**config.mk**
```make
export PLATFORM = sky130hd
export DESIGN_NAME = dlfloat_link_host
export DESIGN_NICKNAME = d
export VERILOG_FILES = /design/src/rtl/dlfloat_link_host.sv
export SDC_FILE = /design/constraint.sdc
export NUM_CORES = 1
export LEC_CHECK = 0
export ABC_AREA = 1
export BUFFER_PORTS_ARGS = -buffer_cell sky130_fd_sc_hd__buf_2
export CAP_MARGIN = 0
export CORE_MARGIN = 2
export CORE_UTILIZATION = 45
export CTS_BUF_LIST = sky130_fd_sc_hd__clkbuf_2 sky130_fd_sc_hd__clkbuf_4 sky130_fd_sc_hd__clkbuf_8
export CTS_CLUSTER_DIAMETER = 30
export CTS_CLUSTER_SIZE = 16
export DETAILED_ROUTE_END_ITERATION = 16
export PLACE_DENSITY = 0.66
export SLEW_MARGIN = 0
export SYNTH_ARGS = -nofsm -noshare
export SYNTH_HDL_FRONTEND = slang
export SYNTH_SLANG_ARGS = --single-unit
```
**constraint.sdc**
```tcl
create_clock -name clk -period 3.9 [get_ports clk]
set_clock_uncertainty 0.05 [all_clocks]
set_input_delay 0.975 -clock clk [delete_from_list [all_inputs] [get_ports clk]]
set_output_delay 0.975 -clock clk [all_outputs]
set_load 0.01 [all_outputs]
```
**src/rtl/dlfloat_link_host.sv**
```systemverilog
`default_nettype none
// ============================================================================
//  Module      : dlfloat_link_host
//  Description : Host-side initiator for the DLFloat16 MAC byte-link. Sends
//                operand pairs as A/B beats on a two-phase 16-bit link and
//                reassembles the returned hi/lo result bytes into a 2-entry
//                first-word-fall-through result FIFO.
//  Revision    : 1.0 - initial release
// ============================================================================
module dlfloat_link_host #(
  parameter int RES_LAT = 4,
  parameter int MAX_OUT = 2
) (
  input  logic        clk,
  input  logic        rst_n,
  input  logic        op_valid,
  output logic        op_ready,
  input  logic [15:0] op_a,
  input  logic [15:0] op_b,
  output logic [15:0] link_data,
  input  logic [7:0]  link_byte,
  output logic        res_valid,
  input  logic        res_ready,
  output logic [15:0] res_data,
  output logic        busy
);

  // Reject parameter values the link framing cannot support.
  generate
    if (RES_LAT < 2 || (RES_LAT % 2) != 0) begin : g_bad_res_lat
      $error("dlfloat_link_host: RES_LAT must be even and >= 2");
    end
    if (MAX_OUT < 1 || MAX_OUT > 2) begin : g_bad_max_out
      $error("dlfloat_link_host: MAX_OUT must be 1 or 2");
    end
  endgenerate

  typedef enum logic [1:0] {
    S_IDLE   = 2'd0,
    S_ALIGN  = 2'd1,
    S_SEND_A = 2'd2,
    S_SEND_B = 2'd3
  } state_t;

  localparam logic [1:0] C_MAX_OUT = 2'(MAX_OUT);

  state_t             r_state;
  logic               r_ph;
  logic [15:0]        r_a;
  logic [15:0]        r_b;
  logic [15:0]        r_link;
  logic [RES_LAT-1:0] r_dl;
  logic [7:0]         r_hi;
  logic               r_lo_pend;
  logic [15:0]        r_fifo0;
  logic [15:0]        r_fifo1;
  logic [1:0]         r_cnt;
  logic [1:0]         r_outst;

  logic               w_accept;
  logic               w_pop;
  logic               w_push;
  logic [15:0]        w_new;
  logic               w_dl_out;

  assign op_ready  = rst_n & (r_state == S_IDLE) & (r_outst < C_MAX_OUT);
  assign w_accept  = op_valid & op_ready;
  assign res_valid = (r_cnt != 2'd0);
  assign res_data  = res_valid ? r_fifo0 : 16'h0000;
  assign w_pop     = res_valid & res_ready;
  assign w_push    = r_lo_pend;
  assign w_new     = {r_hi, link_byte};
  assign w_dl_out  = r_dl[RES_LAT-1];
  assign link_data = r_link;
  assign busy      = (r_outst != 2'd0);

  // Free-running phase: even cycles are A-beat slots, odd cycles B-beat slots.
  always_ff @(posedge clk or negedge rst_n) begin
    if (!rst_n) r_ph <= 1'b0;
    else        r_ph <= ~r_ph;
  end

  // Beat sequencer: latches operands and drives the registered link word.
  always_ff @(posedge clk or negedge rst_n) begin
    if (!rst_n) begin
      r_state <= S_IDLE;
      r_a     <= 16'h0000;
      r_b     <= 16'h0000;
      r_link  <= 16'h0000;
    end else begin
      case (r_state)
        S_IDLE: begin
          r_link <= 16'h0000;
          if (w_accept) begin
            r_a <= op_a;
            r_b <= op_b;
            if (r_ph) begin
              // Next cycle is an A slot: send A straight away.
              r_state <= S_SEND_A;
              r_link  <= op_a;
            end else begin
              // Next cycle is a B slot: burn it with a null operand.
              r_state <= S_ALIGN;
            end
          end
        end
        S_ALIGN: begin
          r_state <= S_SEND_A;
          r_link  <= r_a;
        end
        S_SEND_A: begin
          r_state <= S_SEND_B;
          r_link  <= r_b;
        end
        default: begin
          r_state <= S_IDLE;
          r_link  <= 16'h0000;
        end
      endcase
    end
  end

  // Valid-bit delay line marking which odd cycle carries a result high byte.
  always_ff @(posedge clk or negedge rst_n) begin
    if (!rst_n) r_dl <= '0;
    else        r_dl <= {r_dl[RES_LAT-2:0], (r_state == S_SEND_B)};
  end

  // Result byte capture: high byte in the odd cycle, low byte one cycle later.
  always_ff @(posedge clk or negedge rst_n) begin
    if (!rst_n) begin
      r_hi      <= 8'h00;
      r_lo_pend <= 1'b0;
    end else begin
      r_lo_pend <= w_dl_out & r_ph;
      if (w_dl_out & r_ph) r_hi <= link_byte;
    end
  end

  // Two-entry shifting FIFO; r_fifo0 is always the head.
  always_ff @(posedge clk or negedge rst_n) begin
    if (!rst_n) begin
      r_fifo0 <= 16'h0000;
      r_fifo1 <= 16'h0000;
      r_cnt   <= 2'd0;
    end else begin
      case ({w_push, w_pop})
        2'b10: begin
          if (r_cnt == 2'd0) r_fifo0 <= w_new;
          else               r_fifo1 <= w_new;
          if (r_cnt != 2'd2) r_cnt <= r_cnt + 2'd1;
        end
        2'b01: begin
          r_fifo0 <= r_fifo1;
          r_cnt   <= r_cnt - 2'd1;
        end
        2'b11: begin
          if (r_cnt == 2'd1) begin
            r_fifo0 <= w_new;
          end else begin
            r_fifo0 <= r_fifo1;
            r_fifo1 <= w_new;
          end
        end
        default: ;
      endcase
    end
  end

  // Outstanding-op count: issued operand pairs whose result is not yet popped.
  always_ff @(posedge clk or negedge rst_n) begin
    if (!rst_n) begin
      r_outst <= 2'd0;
    end else begin
      case ({w_accept, w_pop})
        2'b10:   r_outst <= r_outst + 2'd1;
        2'b01:   r_outst <= r_outst - 2'd1;
        default: ;
      endcase
    end
  end

endmodule
`default_nettype wire
```
==> impl_metrics.xml <==
<?xml version="1.0" encoding="UTF-8"?>
<metrics>
  <group name="global_route">
    <metric name="grt_first_pass_wirelength" unit="µm">16900</metric>
    <metric name="maximum_number_of_pins_on_one_net_before_global_route_repair" unit="">53</metric>
    <metric name="grt_antenna_before_repair" unit="">0</metric>
    <metric name="grt_use_total" unit="%">18.8</metric>
    <metric name="aggregate_global_routing_overflow" unit="">0</metric>
    <metric name="first_global_vias" unit="">3523</metric>
  </group>
  <group name="clock_network">
    <metric name="htree_levels" unit="">3</metric>
    <metric name="cts_hold_buffers" unit="">0</metric>
    <metric name="cts_root_buffer" unit="">clkbuf_8</metric>
    <metric name="ctsLongestPathBuffers" unit="">2</metric>
    <metric name="postCtsSetupRepairBufs" unit="">0</metric>
    <metric name="clkSlewWorstSetupHoldPaths" unit="ns">0.09</metric>
    <metric name="post_cts_resized" unit="">0</metric>
    <metric name="insertion_delay" unit="ns">0.36</metric>
    <metric name="tritoncts" unit="">done</metric>
    <metric name="clock-sinks" unit="">100</metric>
    <metric name="tritoncts.num_buffers" unit="">9</metric>
  </group>
  <group name="floorplanning">
    <metric name="std_cell_core_area" unit="µm²">10200</metric>
    <metric name="die_w" unit="µm">106</metric>
    <metric name="die_h" unit="µm">106</metric>
    <metric name="floorplan.initialDensity" unit="%">45.7</metric>
    <metric name="die_area" unit="µm²">11200</metric>
    <metric name="rows" unit="">37</metric>
    <metric name="design.portCount" unit="">79</metric>
  </group>
  <group name="sta">
    <metric name="max_freq" unit="MHz">340</metric>
    <metric name="final-max-slew-violation-count" unit="">0</metric>
    <metric name="timing.final.setup_violations" unit="">0</metric>
    <metric name="finalHoldViolCount" unit="">0</metric>
    <metric name="maxSlewHeadroom" unit="%">40.1</metric>
    <metric name="rsz0062_at_grt" unit="">false</metric>
    <metric name="shortest_clock_period_the_worst_path_allows_after_layout" unit="ns">2.94</metric>
    <metric name="timing.final.crit_share" unit="%">75.5</metric>
    <metric name="fin_tns_setup" unit="ns">0</metric>
    <metric name="final.hold.worst_slack" unit="ns">0.315</metric>
    <metric name="timing_worst_slew_pin_value" unit="ns">0.898</metric>
  </group>
  <group name="layout">
    <metric name="layout_common_cells" unit="">183 x nand2_1, 100 x dfrtp_1, 77 x buf_2, 72 x inv_1, 51 x nand3_1</metric>
    <metric name="num_antenna_cells" unit="">0</metric>
    <metric name="nets" unit="">676</metric>
    <metric name="final_area" unit="µm²">5290</metric>
    <metric name="area_growth_syn_to_layout" unit="%">13.5</metric>
    <metric name="fraction_of_final_layout_cells_with_drive_strength_greater_than_1" unit="%">17.4</metric>
    <metric name="most_common_cell_after_layout_fill_and_taps_aside" unit="">nand2_1</metric>
  </group>
  <group name="logic_synthesis">
    <metric name="syn_area_per_cell" unit="µm²">8.30</metric>
    <metric name="synth_warnings" unit="">0</metric>
    <metric name="syn_nets" unit="">614</metric>
    <metric name="synth_area" unit="µm²">4660</metric>
    <metric name="synth.largest_area_cell" unit="">dfrtp_1</metric>
    <metric name="ys_top_cells_by_area" unit="">dfrtp_1 54%, nand2_1 15%, inv_1 5.8%</metric>
    <metric name="synth-seq-area-share" unit="%">53.7</metric>
    <metric name="mapped_cells" unit="">561</metric>
    <metric name="yosys.area.top_type_share" unit="%">53.7</metric>
    <metric name="number_of_register_bits_inferred_by_synthesis" unit="">100</metric>
    <metric name="yosys.cell_types.count" unit="">28</metric>
  </group>
  <group name="routing">
    <metric name="drt_iter0_markers" unit="">242</metric>
    <metric name="drtAntennaViolNets" unit="">0</metric>
    <metric name="drt_pass1_iterations" unit="">6</metric>
    <metric name="vias_per_cell" unit="">4.89</metric>
    <metric name="route.detailed.wl_per_inst" unit="µm">13.2</metric>
    <metric name="drc" unit="">0</metric>
    <metric name="wirelength" unit="µm">10100</metric>
    <metric name="routed-via-count" unit="">3729</metric>
  </group>
  <group name="setup_path">
    <metric name="rr_startpoint" unit="">r_cnt[0]</metric>
    <metric name="cp_max_fo" unit="">18</metric>
    <metric name="worstPathBufferInverterCount" unit="">2</metric>
    <metric name="reg2reg_setup_slack" unit="ns">1.43</metric>
    <metric name="critical_path.top_delay_family" unit="">adder cells</metric>
    <metric name="critical_path.max_stage_delay" unit="ns">0.75</metric>
    <metric name="endpoint" unit="">res_data[5]</metric>
    <metric name="worstPathRequired" unit="ns">2.87</metric>
    <metric name="critical_path.startpoint" unit="">r_cnt[0]</metric>
    <metric name="start_kind" unit="">register</metric>
    <metric name="reg2regPathDepth" unit="">6</metric>
    <metric name="worstSetupPathType" unit="">register to primary output</metric>
    <metric name="cpMaxStageDelayCell" unit="">ha_1</metric>
    <metric name="timing.critical_path.depth" unit="">4</metric>
    <metric name="reg2reg_to" unit="">r_fifo0[1]</metric>
    <metric name="worst_ep_arrival_time" unit="ns">1.92</metric>
    <metric name="path_cells" unit="">inv_1 &gt; ha_1 &gt; nor2_1 &gt; buf_2</metric>
    <metric name="worstSetupEndpointType" unit="">primary output</metric>
  </group>
  <group name="pwr">
    <metric name="max_ir_drop_vdd" unit="µV">295</metric>
    <metric name="p_per_area" unit="nW/µm²">753</metric>
    <metric name="leakage" unit="nW">2.87</metric>
  </group>
  <group name="placed_design">
    <metric name="numPortBuffers" unit="">78</metric>
    <metric name="placedInstanceArea" unit="µm²">5070</metric>
    <metric name="gp_routability_congestion" unit="">0.814</metric>
    <metric name="hpwlAfterDp" unit="µm">6620</metric>
  </group>
  <group name="outcome">
    <metric name="outcome" unit="">completed</metric>
  </group>
  <group name="hold_path">
    <metric name="hold_class" unit="">register to register</metric>
  </group>
  <group name="run">
    <metric name="max_cap_viol_count" unit="">0</metric>
  </group>
</metrics>
## kinds of logic (layout without fill, tap and decap cells)
group	count (synthesis)	after routing	share of synthesized area, %
XOR/XNOR	3	3	0.564
buffers and inverters	106	172	10.2
flip-flops	100	100	53.7
AND/OR/NAND/NOR	280	280	26.0
AO/OA/AOI/OAI	63	63	7.07
adder cells (fa/ha/maj)	9	9	2.42
## sequential cells by signal, summed over array words and instances (netlist names)
name and count:
link_data 16, r_a 16, r_b 16, r_cnt 2, r_dl 4, r_fifo0 16, r_fifo1 16, r_hi 8
r_lo_pend 1, r_outst 2, r_ph 1, r_state 2
## per-layer routing
| metal | track usage, % | wire length, µm | vias up |
|---|---|---|---|
| li1 | - | - | 1872 |
| met1 | 25.9 | 4770 | 1751 |
| met2 | 29.9 | 4630 | 95 |
| met3 | 3.15 | 495 | 11 |
| met4 | 7.24 | 193 | 0 |
| met5 | 0 | 0 | - |
## layout make-up
type	instances	area, µm²
multi-input cells	355	1680
well taps	136	170
clock buffers	10	131
clock inverters	5	86.3
inverters	74	285
fillers	981	4900
flip-flops and latches	100	2500
repair buffers	83	430
## Yosys cell counts, drive strengths merged
cell type,number
nand2,186
dfrtp,100
inv,74
nand3,52
o21ai,44
buf,25
nor2,25
a21oi,18
nand4,16
ha,9
clkbuf,7
xnor2,2
o211ai,1
or2,1
xor2,1
## through the flow
stage / worst slack (ns) / power (mW) / std cells / util (%)
after floorplan: 1.51 / 2.83 / 561 / -
after global placement: 1.30 / 3.23 / 748 / 49.8
after detailed placement: 1.27 / 3.28 / 748 / 49.8
after CTS: 0.900 / 4.03 / 763 / 51.9
after global routing: 0.780 / 4.33 / 763 / 51.9
final: 0.955 / 3.98 / 763 / 51.9
## power by group
part / switching [mW] / internal, mW / total (mW) / leakage [nW]
clock network: 0.366 / 0.370 / 0.736 / 0.104
registers: 0.221 / 1.50 / 1.72 / 1.26
logic: 0.955 / 0.564 / 1.52 / 1.50
## worst min path at each step
| stage | from | end | slack [ns] | depth (start not counted) |
|---|---|---|---|---|
| final | r_dl[0] | r_dl[1] | 0.32 | 0 |
| after global routing | r_dl[0] | r_dl[1] | 0.32 | 0 |
| after detailed placement | r_dl[0] | r_dl[1] | 0.29 | 0 |
| after global placement | r_dl[0] | r_dl[1] | 0.29 | 0 |
| after CTS | r_dl[0] | r_dl[1] | 0.32 | 0 |
| after floorplan | r_dl[0] | r_dl[1] | 0.28 | 0 |
No activity file was read; power rests on OpenSTA's default activity.
